<file path="src/rtl/sc_statemachine_playerctrl.sv">
// rtl/sc_statemachine_playerctrl.sv - NPLAYERS move FSMs with position limits and auto-repeat, plus global start/clear FSM
module sc_statemachine_playerctrl #(
    parameter int NPLAYERS      = 2,
    parameter int POS_W         = 4,
    parameter int POS_MAX       = 7,
    parameter int POS_INIT      = 3,
    parameter int CNT_W         = 24,
    parameter int HOLD_CYCLES   = 0,
    parameter int REPEAT_CYCLES = 1
) (
    input  logic                      SC_STATEMACHINE_PLAYERCTRL_CLOCK_50,
    input  logic                      SC_STATEMACHINE_PLAYERCTRL_RESET_InHigh,
    input  logic                      SC_STATEMACHINE_PLAYERCTRL_startButton_InLow,
    input  logic [NPLAYERS-1:0]       SC_STATEMACHINE_PLAYERCTRL_leftButton_InLow,
    input  logic [NPLAYERS-1:0]       SC_STATEMACHINE_PLAYERCTRL_rightButton_InLow,
    output logic                      SC_STATEMACHINE_PLAYERCTRL_clear_OutLow,
    output logic [2*NPLAYERS-1:0]     SC_STATEMACHINE_PLAYERCTRL_shiftselection_Out,
    output logic [POS_W*NPLAYERS-1:0] SC_STATEMACHINE_PLAYERCTRL_position_Out,
    output logic [NPLAYERS-1:0]       SC_STATEMACHINE_PLAYERCTRL_busy_Out
);
    typedef enum logic [2:0] {G_RESET, G_START, G_RUN, G_INIT, G_WAITREL} g_state_t;
    typedef enum logic [1:0] {P_IDLE, P_MOVE, P_HELD} p_state_t;

    localparam logic [POS_W-1:0] POS_MAX_V  = POS_W'(POS_MAX);
    localparam logic [POS_W-1:0] POS_INIT_V = POS_W'(POS_INIT);
    localparam logic [POS_W-1:0] POS_ONE    = POS_W'(1);
    localparam logic [CNT_W-1:0] HOLD_TH    = CNT_W'((HOLD_CYCLES > 0) ? HOLD_CYCLES - 1 : 0);
    localparam logic [CNT_W-1:0] REP_TH     = CNT_W'((REPEAT_CYCLES > 0) ? REPEAT_CYCLES - 1 : 0);
    localparam logic [CNT_W-1:0] CNT_ONE    = CNT_W'(1);
    localparam bit               AUTO_EN    = (HOLD_CYCLES > 0);

    g_state_t         g_state_q, g_state_d;
    p_state_t         p_state_q [NPLAYERS];
    p_state_t         p_state_d [NPLAYERS];
    logic [POS_W-1:0] pos_q     [NPLAYERS];
    logic [POS_W-1:0] pos_d     [NPLAYERS];
    logic [CNT_W-1:0] timer_q   [NPLAYERS];
    logic [CNT_W-1:0] timer_d   [NPLAYERS];
    logic [NPLAYERS-1:0] dir_q, dir_d;   // 1 = left
    logic [NPLAYERS-1:0] rep_q, rep_d;
    logic [NPLAYERS-1:0] arm_q, arm_d;
    logic [NPLAYERS-1:0] l_dn, r_dn;
    logic                start_dn, g_run, g_init;

    assign l_dn     = ~SC_STATEMACHINE_PLAYERCTRL_leftButton_InLow;
    assign r_dn     = ~SC_STATEMACHINE_PLAYERCTRL_rightButton_InLow;
    assign start_dn = ~SC_STATEMACHINE_PLAYERCTRL_startButton_InLow;
    assign g_run    = (g_state_q == G_RUN);
    assign g_init   = (g_state_q == G_INIT);

    always_ff @(posedge SC_STATEMACHINE_PLAYERCTRL_CLOCK_50) begin
        if (SC_STATEMACHINE_PLAYERCTRL_RESET_InHigh) begin
            g_state_q <= G_RESET;
            dir_q     <= '0;
            rep_q     <= '0;
            arm_q     <= '0;
            for (int i = 0; i < NPLAYERS; i++) begin
                p_state_q[i] <= P_IDLE;
                pos_q[i]     <= POS_INIT_V;
                timer_q[i]   <= '0;
            end
        end else begin
            g_state_q <= g_state_d;
            dir_q     <= dir_d;
            rep_q     <= rep_d;
            arm_q     <= arm_d;
            p_state_q <= p_state_d;
            pos_q     <= pos_d;
            timer_q   <= timer_d;
        end
    end

    always_comb begin
        g_state_d = g_state_q;
        case (g_state_q)
            G_RESET:   g_state_d = G_START;
            G_START:   g_state_d = G_RUN;
            G_RUN:     if (start_dn) g_state_d = G_INIT;
            G_INIT:    g_state_d = G_WAITREL;
            G_WAITREL: if (!start_dn) g_state_d = G_RUN;
            default:   g_state_d = G_RESET;
        endcase
        SC_STATEMACHINE_PLAYERCTRL_clear_OutLow =
            !(g_state_q == G_RESET || g_state_q == G_START || g_state_q == G_INIT);
    end

    // A player only accepts a new press after seeing both buttons released since
    // reset or start/clear, so a button held across either cannot fire a move.
    always_comb begin
        p_state_d = p_state_q;
        pos_d     = pos_q;
        timer_d   = timer_q;
        dir_d     = dir_q;
        rep_d     = rep_q;
        arm_d     = arm_q | (~l_dn & ~r_dn);
        SC_STATEMACHINE_PLAYERCTRL_shiftselection_Out = '1;
        SC_STATEMACHINE_PLAYERCTRL_position_Out       = '0;
        SC_STATEMACHINE_PLAYERCTRL_busy_Out           = '0;
        for (int i = 0; i < NPLAYERS; i++) begin
            if (g_init) begin
                p_state_d[i] = P_IDLE;
                pos_d[i]     = POS_INIT_V;
                timer_d[i]   = '0;
                rep_d[i]     = 1'b0;
                arm_d[i]     = 1'b0;
            end else if (g_run) begin
                case (p_state_q[i])
                    P_IDLE: begin
                        if (!start_dn && arm_q[i] && (l_dn[i] ^ r_dn[i])) begin
                            dir_d[i]   = l_dn[i];
                            rep_d[i]   = 1'b0;
                            timer_d[i] = '0;
                            if (l_dn[i] ? (pos_q[i] < POS_MAX_V) : (pos_q[i] != '0))
                                p_state_d[i] = P_MOVE;
                            else
                                p_state_d[i] = P_HELD;
                        end
                    end
                    P_MOVE: begin
                        if (dir_q[i] && pos_q[i] < POS_MAX_V)
                            pos_d[i] = pos_q[i] + POS_ONE;
                        else if (!dir_q[i] && pos_q[i] != '0)
                            pos_d[i] = pos_q[i] - POS_ONE;
                        timer_d[i]   = '0;
                        p_state_d[i] = P_HELD;
                    end
                    P_HELD: begin
                        if (!l_dn[i] && !r_dn[i]) begin
                            p_state_d[i] = P_IDLE;
                        end else if (AUTO_EN && (dir_q[i] ? l_dn[i] : r_dn[i])) begin
                            if (timer_q[i] == (rep_q[i] ? REP_TH : HOLD_TH)) begin
                                timer_d[i] = '0;
                                if (dir_q[i] ? (pos_q[i] < POS_MAX_V) : (pos_q[i] != '0)) begin
                                    p_state_d[i] = P_MOVE;
                                    rep_d[i]     = 1'b1;
                                end
                            end else if (timer_q[i] != '1) begin
                                timer_d[i] = timer_q[i] + CNT_ONE;
                            end
                        end
                    end
                    default: p_state_d[i] = P_IDLE;
                endcase
            end
            if (g_run && p_state_q[i] == P_MOVE)
                SC_STATEMACHINE_PLAYERCTRL_shiftselection_Out[2*i +: 2] = dir_q[i] ? 2'b01 : 2'b10;
            SC_STATEMACHINE_PLAYERCTRL_position_Out[POS_W*i +: POS_W] = pos_q[i];
            SC_STATEMACHINE_PLAYERCTRL_busy_Out[i] = (p_state_q[i] != P_IDLE);
        end
    end
endmodule

</file>
<file path="config.mk">
export PLATFORM = sky130hd
export DESIGN_NAME = sc_statemachine_playerctrl
export DESIGN_NICKNAME = d
export VERILOG_FILES = /design/src/rtl/sc_statemachine_playerctrl.sv
export SDC_FILE = /design/constraint.sdc
export NUM_CORES = 1
export LEC_CHECK = 0
export CORE_MARGIN = 10
export CORE_UTILIZATION = 28
export CTS_CLUSTER_SIZE = 10
export DETAILED_ROUTE_END_ITERATION = 12
export PLACE_DENSITY = 0.44
export SLEW_MARGIN = 40
export SYNTH_ARGS = -nofsm -noshare
export SYNTH_HDL_FRONTEND = slang
export SYNTH_SLANG_ARGS = --single-unit
</file>
<file path="constraint.sdc">
create_clock -name SC_STATEMACHINE_PLAYERCTRL_CLOCK_50 -period 4.2 [get_ports SC_STATEMACHINE_PLAYERCTRL_CLOCK_50]
set_input_delay 0.84 -clock SC_STATEMACHINE_PLAYERCTRL_CLOCK_50 [delete_from_list [all_inputs] [get_ports SC_STATEMACHINE_PLAYERCTRL_CLOCK_50]]
set_output_delay 0.84 -clock SC_STATEMACHINE_PLAYERCTRL_CLOCK_50 [all_outputs]
set_load 0.05 [all_outputs]
</file>
# After elaboration in Yosys (flattened, before gate mapping)
# Cells that the tools add are included.
[word_totals]
reg_bits = 19
input_bits = 7
output_inout_bits = 15
word_cells = 96
[op_classes]
addsub = 4
order_cmp = 2
n_eq_ne = 14
muxes = 21
bitwise_logic = 9
n_reduce_logical = 38
[ops]
columns = ["cell", "count"]
rows = [
  ["$mux W2", 10],
  ["$mux W4", 4],
  ["$pmux W3 S5", 1],
  ["$logic_and A1 B1 Y1", 12],
  ["$ne A2 B2 Y1 const B", 6],
  ["$pmux W2 S3", 2],
  ["$reduce_and A3 Y1", 4],
  ["$add A4 B1 Y4 const B", 2],
  ["$lt A4 B3 Y1 const B", 2],
  ["$not A2 Y2", 4],
  ["$reduce_and A4 Y1", 2],
  ["$reduce_bool A2 Y1", 4],
  ["$reduce_bool A4 Y1", 2],
  ["$sub A4 B1 Y4 const B", 2],
  ["$logic_not A1 Y1", 7],
  ["$eq A3 B2 Y1 const B", 2],
  ["$mux W3", 2],
  ["$eq A2 B1 Y1 const B", 2],
  ["$eq A2 B2 Y1 const B", 2],
  ["$logic_not A2 Y1", 2],
  ["$eq A3 B1 Y1 const B", 1],
  ["$eq A3 B3 Y1 const B", 1],
  ["$logic_not A3 Y1", 1],
  ["$and A2 B2 Y2", 1],
  ["7 further kinds", 10],
]

# Logic depth before layout (Yosys ltp)
[depth]
word_depth = 5
mapped_depth = 7
depth_no_buf = 7

# Worst setup path after synthesis
# No wires, ideal clock.
[synth_timing]
path_kind = "register -> output"
from = "register g_state_q[1]"
to = "output SC_STATEMACHINE_PLAYERCTRL_shiftselection_Out[0]"
arrival_time_ns = 1.279
t_required_ns = 3.360
slack_ns = 2.081
path_stages_with_launch = 5
path_buffers = 1
cell_sequence = "dfxtp_1 > nor3b_4 > clkbuf_4 > and2_1 > nand2b_1"
[synth_between]
elab_chain_len = 3
[synth_lines]
columns = ["item", "line", "rtl"]
rows = [
  ["start: declaration", "32", "g_state_t g_state_q, g_state_d;"],
  ["start signal: assignment", "63", "g_state_q <= g_state_d;"],
  ["$eq A3 B2 Y1", "48", "assign g_run = (g_state_q == G_RUN);"],
  ["$logic_and A1 B1 Y1", "145", "if (g_run && p_state_q[i] == P_MOVE)"],
  ["$mux W2", "145", ""],
  ["end: declaration", "17", "output logic [2*NPLAYERS-1:0] SC_STATEMACHINE_PLAYERCTRL_shiftselection_Out,"],
]
# No other way between the ends.

# Worst setup path in the final report
[layout_timing]
from = "register g_state_q[1]"
to = "output SC_STATEMACHINE_PLAYERCTRL_shiftselection_Out[3]"
# The elaborated chain is that of the path after synthesis.

==> results.tsv <==
metric	value	unit
gp_congestion	0.734	
dp.final_hpwl	2450	um
avgSynthCellArea	8.79	sq um
end_kind	output pin	
r2r_end	SC_STATEMACHINE_PLAYERCTRL_position_Out[7]	
r2r_cells	7	
switchingPower	0.107	mW
cp.required	3.36	ns
layout.cells.non_filler	216	
io_pins	22	
antenna_found_initial	0	
fp.dieW	86.8	um
synth_cells	142	
ys_warn_count	0	
holdPathEnd	arm_q[1]	
diodes	0	
cts_root_buf	clkbuf_8	
cts_resized	0	
area_delta_synth_final	24.4	%
met1_usage	10.2	%
synth_seq_area_share	30.5	%
placed_cells	212	
finClkSkew	0.00598	ns
die_area	7530	sq um
synth_top_area_share	30.5	%
period_needed	3.05	ns
yosys.cell_types.count	39	
holdPathStages	2	
drv_cap	0	
grt_max_degree	13	
critPathKind	reg2out	
powerDensity	245	nW/um^2
cp-start-kind	flip-flop	
rr_startpoint	SC_STATEMACHINE_PLAYERCTRL_position_Out[5]	
final.setup.worst_slack	1.15	ns
peakVddDrop	0.130	mV
drcViolationCount	0	
coreArea	4320	sq um
post-route-period-util	72.7	%
drive_gt1_share	12.2	%
drtPass1Iterations	4	
fin_hold_ws	0.496	ns
gr-total-overflow	0	
ant_nets	0	
port_buffers	21	
nNetsFinal	180	
clk_path_buf_depth	2	
yosys-top-cells-area	dfxtp_1, ha_1, a21oi_1	
rsz0062_at_grt	false	
place_ws	1.39	ns
hold_path.class	reg2reg	
netlist_area	1250	sq um
setup_viol	0	
wirelength	3170	um
synth_area_leader_cell	dfxtp_1	
h-tree-depth	1	
r2r_setup_slack	2.15	ns
slew_viol_final	0	
hold_buffers	0	
row_count	24	
grt_pass1_wl	5240	um
synth_seq_cells	19	
arrival	2.21	ns
max_freq	328	MHz
viasPerCell	5.31	
pwr-share-comb	14.0	%
die_height	86.8	um
first_iter_violations	68	
leakagePower	0.482	nW
netSwitchingFraction	28.0	%
vias	1146	
clock_latency	0.26	ns
hold_start	arm_q[1]	
cts_tree	yes	
syn_nets	157	
tns	0	ns
grt_pass1_vias	1082	
power_frac_seq	50.6	%
routedWlPerCell	14.7	um
post_cts_buffers	0	
cell_internal_pwr	0.273	mW
initial_core_util	28.9	%
crit_fanout	12	
slew_headroom	64.0	%
path_clk_slew	0.08	ns
grtUsageMet3	3.19	%
numCtsBuffers	3	
hold_viol	0	
global_route.usage.met2	13.7	%
pwr-share-clk	35.4	%
track_usage	8.44	%
status	finished clean	
clock_sinks	19	
gr-max-usage-layer	met2	
most-common-layout-cells	clkdlybuf4s50_1, dfxtp_1, a21oi_1, nand3_1	
tightest_slew	0.539	ns
final_common_cell	clkdlybuf4s50_1	
==> Yosys cell counts (all sizes together) <==
cell type and count:
fa 2, buf 1, nor3b 2, nand2b 4, a311o 1, nand3 11, a31oi 4, clkbuf 2
or3b 1, xnor2 2, dfxtp 19, ha 6, a211oi 3, nor3 8, o41ai 1, inv 3
or2 1, nor2b 6, a21o 2, a41oi 2, nand2 8, nor4 3, nor2 9, or4 2
o211ai 2, a2111oi 1, and3b 1, a311oi 2, o21ai 9, and2 2, or3 3, nor4b 1
o211a 2, o31a 2, a21oi 14
==> power groups by stage <==
stage | Clock [mW] | Combinational, mW | Sequential, mW
floorplan | 0 | 0.0364 | 0.195
global placement | 0 | 0.0534 | 0.196
detailed placement | 0 | 0.0538 | 0.197
CTS | 0.140 | 0.0540 | 0.192
global route | 0.145 | 0.0586 | 0.194
finish | 0.135 | 0.0530 | 0.192
==> sequential cells by signal, summed over array words and instances, names as in the netlist <==
register	count
p_state_q	4
arm_q	2
g_state_q	3
SC_STATEMACHINE_PLAYERCTRL_position_Out	8
dir_q	2
==> logic make-up after synthesis <==
family                   share of synthesized area [%]
AO/OA/AOI/OAI                                     27.1
XOR/XNOR                                          1.40
adder cells (fa/ha/maj)                           9.22
buffers and inverters                             2.20
flip-flops                                        30.5
AND/OR/NAND/NOR                                   29.7
==> metal layers <==
layer,routed length [um],vias to the layer above
met4,22,0
met3,154,2
met2,1480,17
li1,-,591
met1,1510,536
met5,0,-
==> critical path, stage by stage (launching register included) <==
cell and delay, ns:
dfxtp_1 0.43, nor3b_4 0.53, and2_1 0.23, nand2_1 0.06, clkdlybuf4s50_1 0.71
==> metrics by stage <==
step | cell area (sq um) | power, mW | utilization [%]
after floorplan | 1250 | 0.232 | -
after global placement | 1510 | 0.249 | 34.9
after detailed placement | 1510 | 0.250 | 34.9
after CTS | 1550 | 0.387 | 35.9
after global routing | 1550 | 0.398 | 35.9
final | 1550 | 0.380 | 35.9
==> cell type report <==
type | count | area [sq um]
fillers | 468 | 2770
multi-input cells | 117 | 841
flip-flops and latches | 19 | 380
repair buffers | 21 | 210
well taps | 52 | 65.1
clock buffers | 3 | 41.3
inverters | 3 | 11.3
clock inverters | 1 | 5.00
==> worst max-delay path by stage <==
stage,start,to
4_1_cts,g_state_q[1],SC_STATEMACHINE_PLAYERCTRL_shiftselection_Out[3]
5_1_grt,g_state_q[1],SC_STATEMACHINE_PLAYERCTRL_shiftselection_Out[3]
6_report,g_state_q[1],SC_STATEMACHINE_PLAYERCTRL_shiftselection_Out[3]
2_1_floorplan,g_state_q[1],SC_STATEMACHINE_PLAYERCTRL_shiftselection_Out[0]
3_5_place_dp,g_state_q[1],SC_STATEMACHINE_PLAYERCTRL_shiftselection_Out[3]
3_3_place_gp,g_state_q[1],SC_STATEMACHINE_PLAYERCTRL_shiftselection_Out[3]
(Power assumes the default switching activity.)
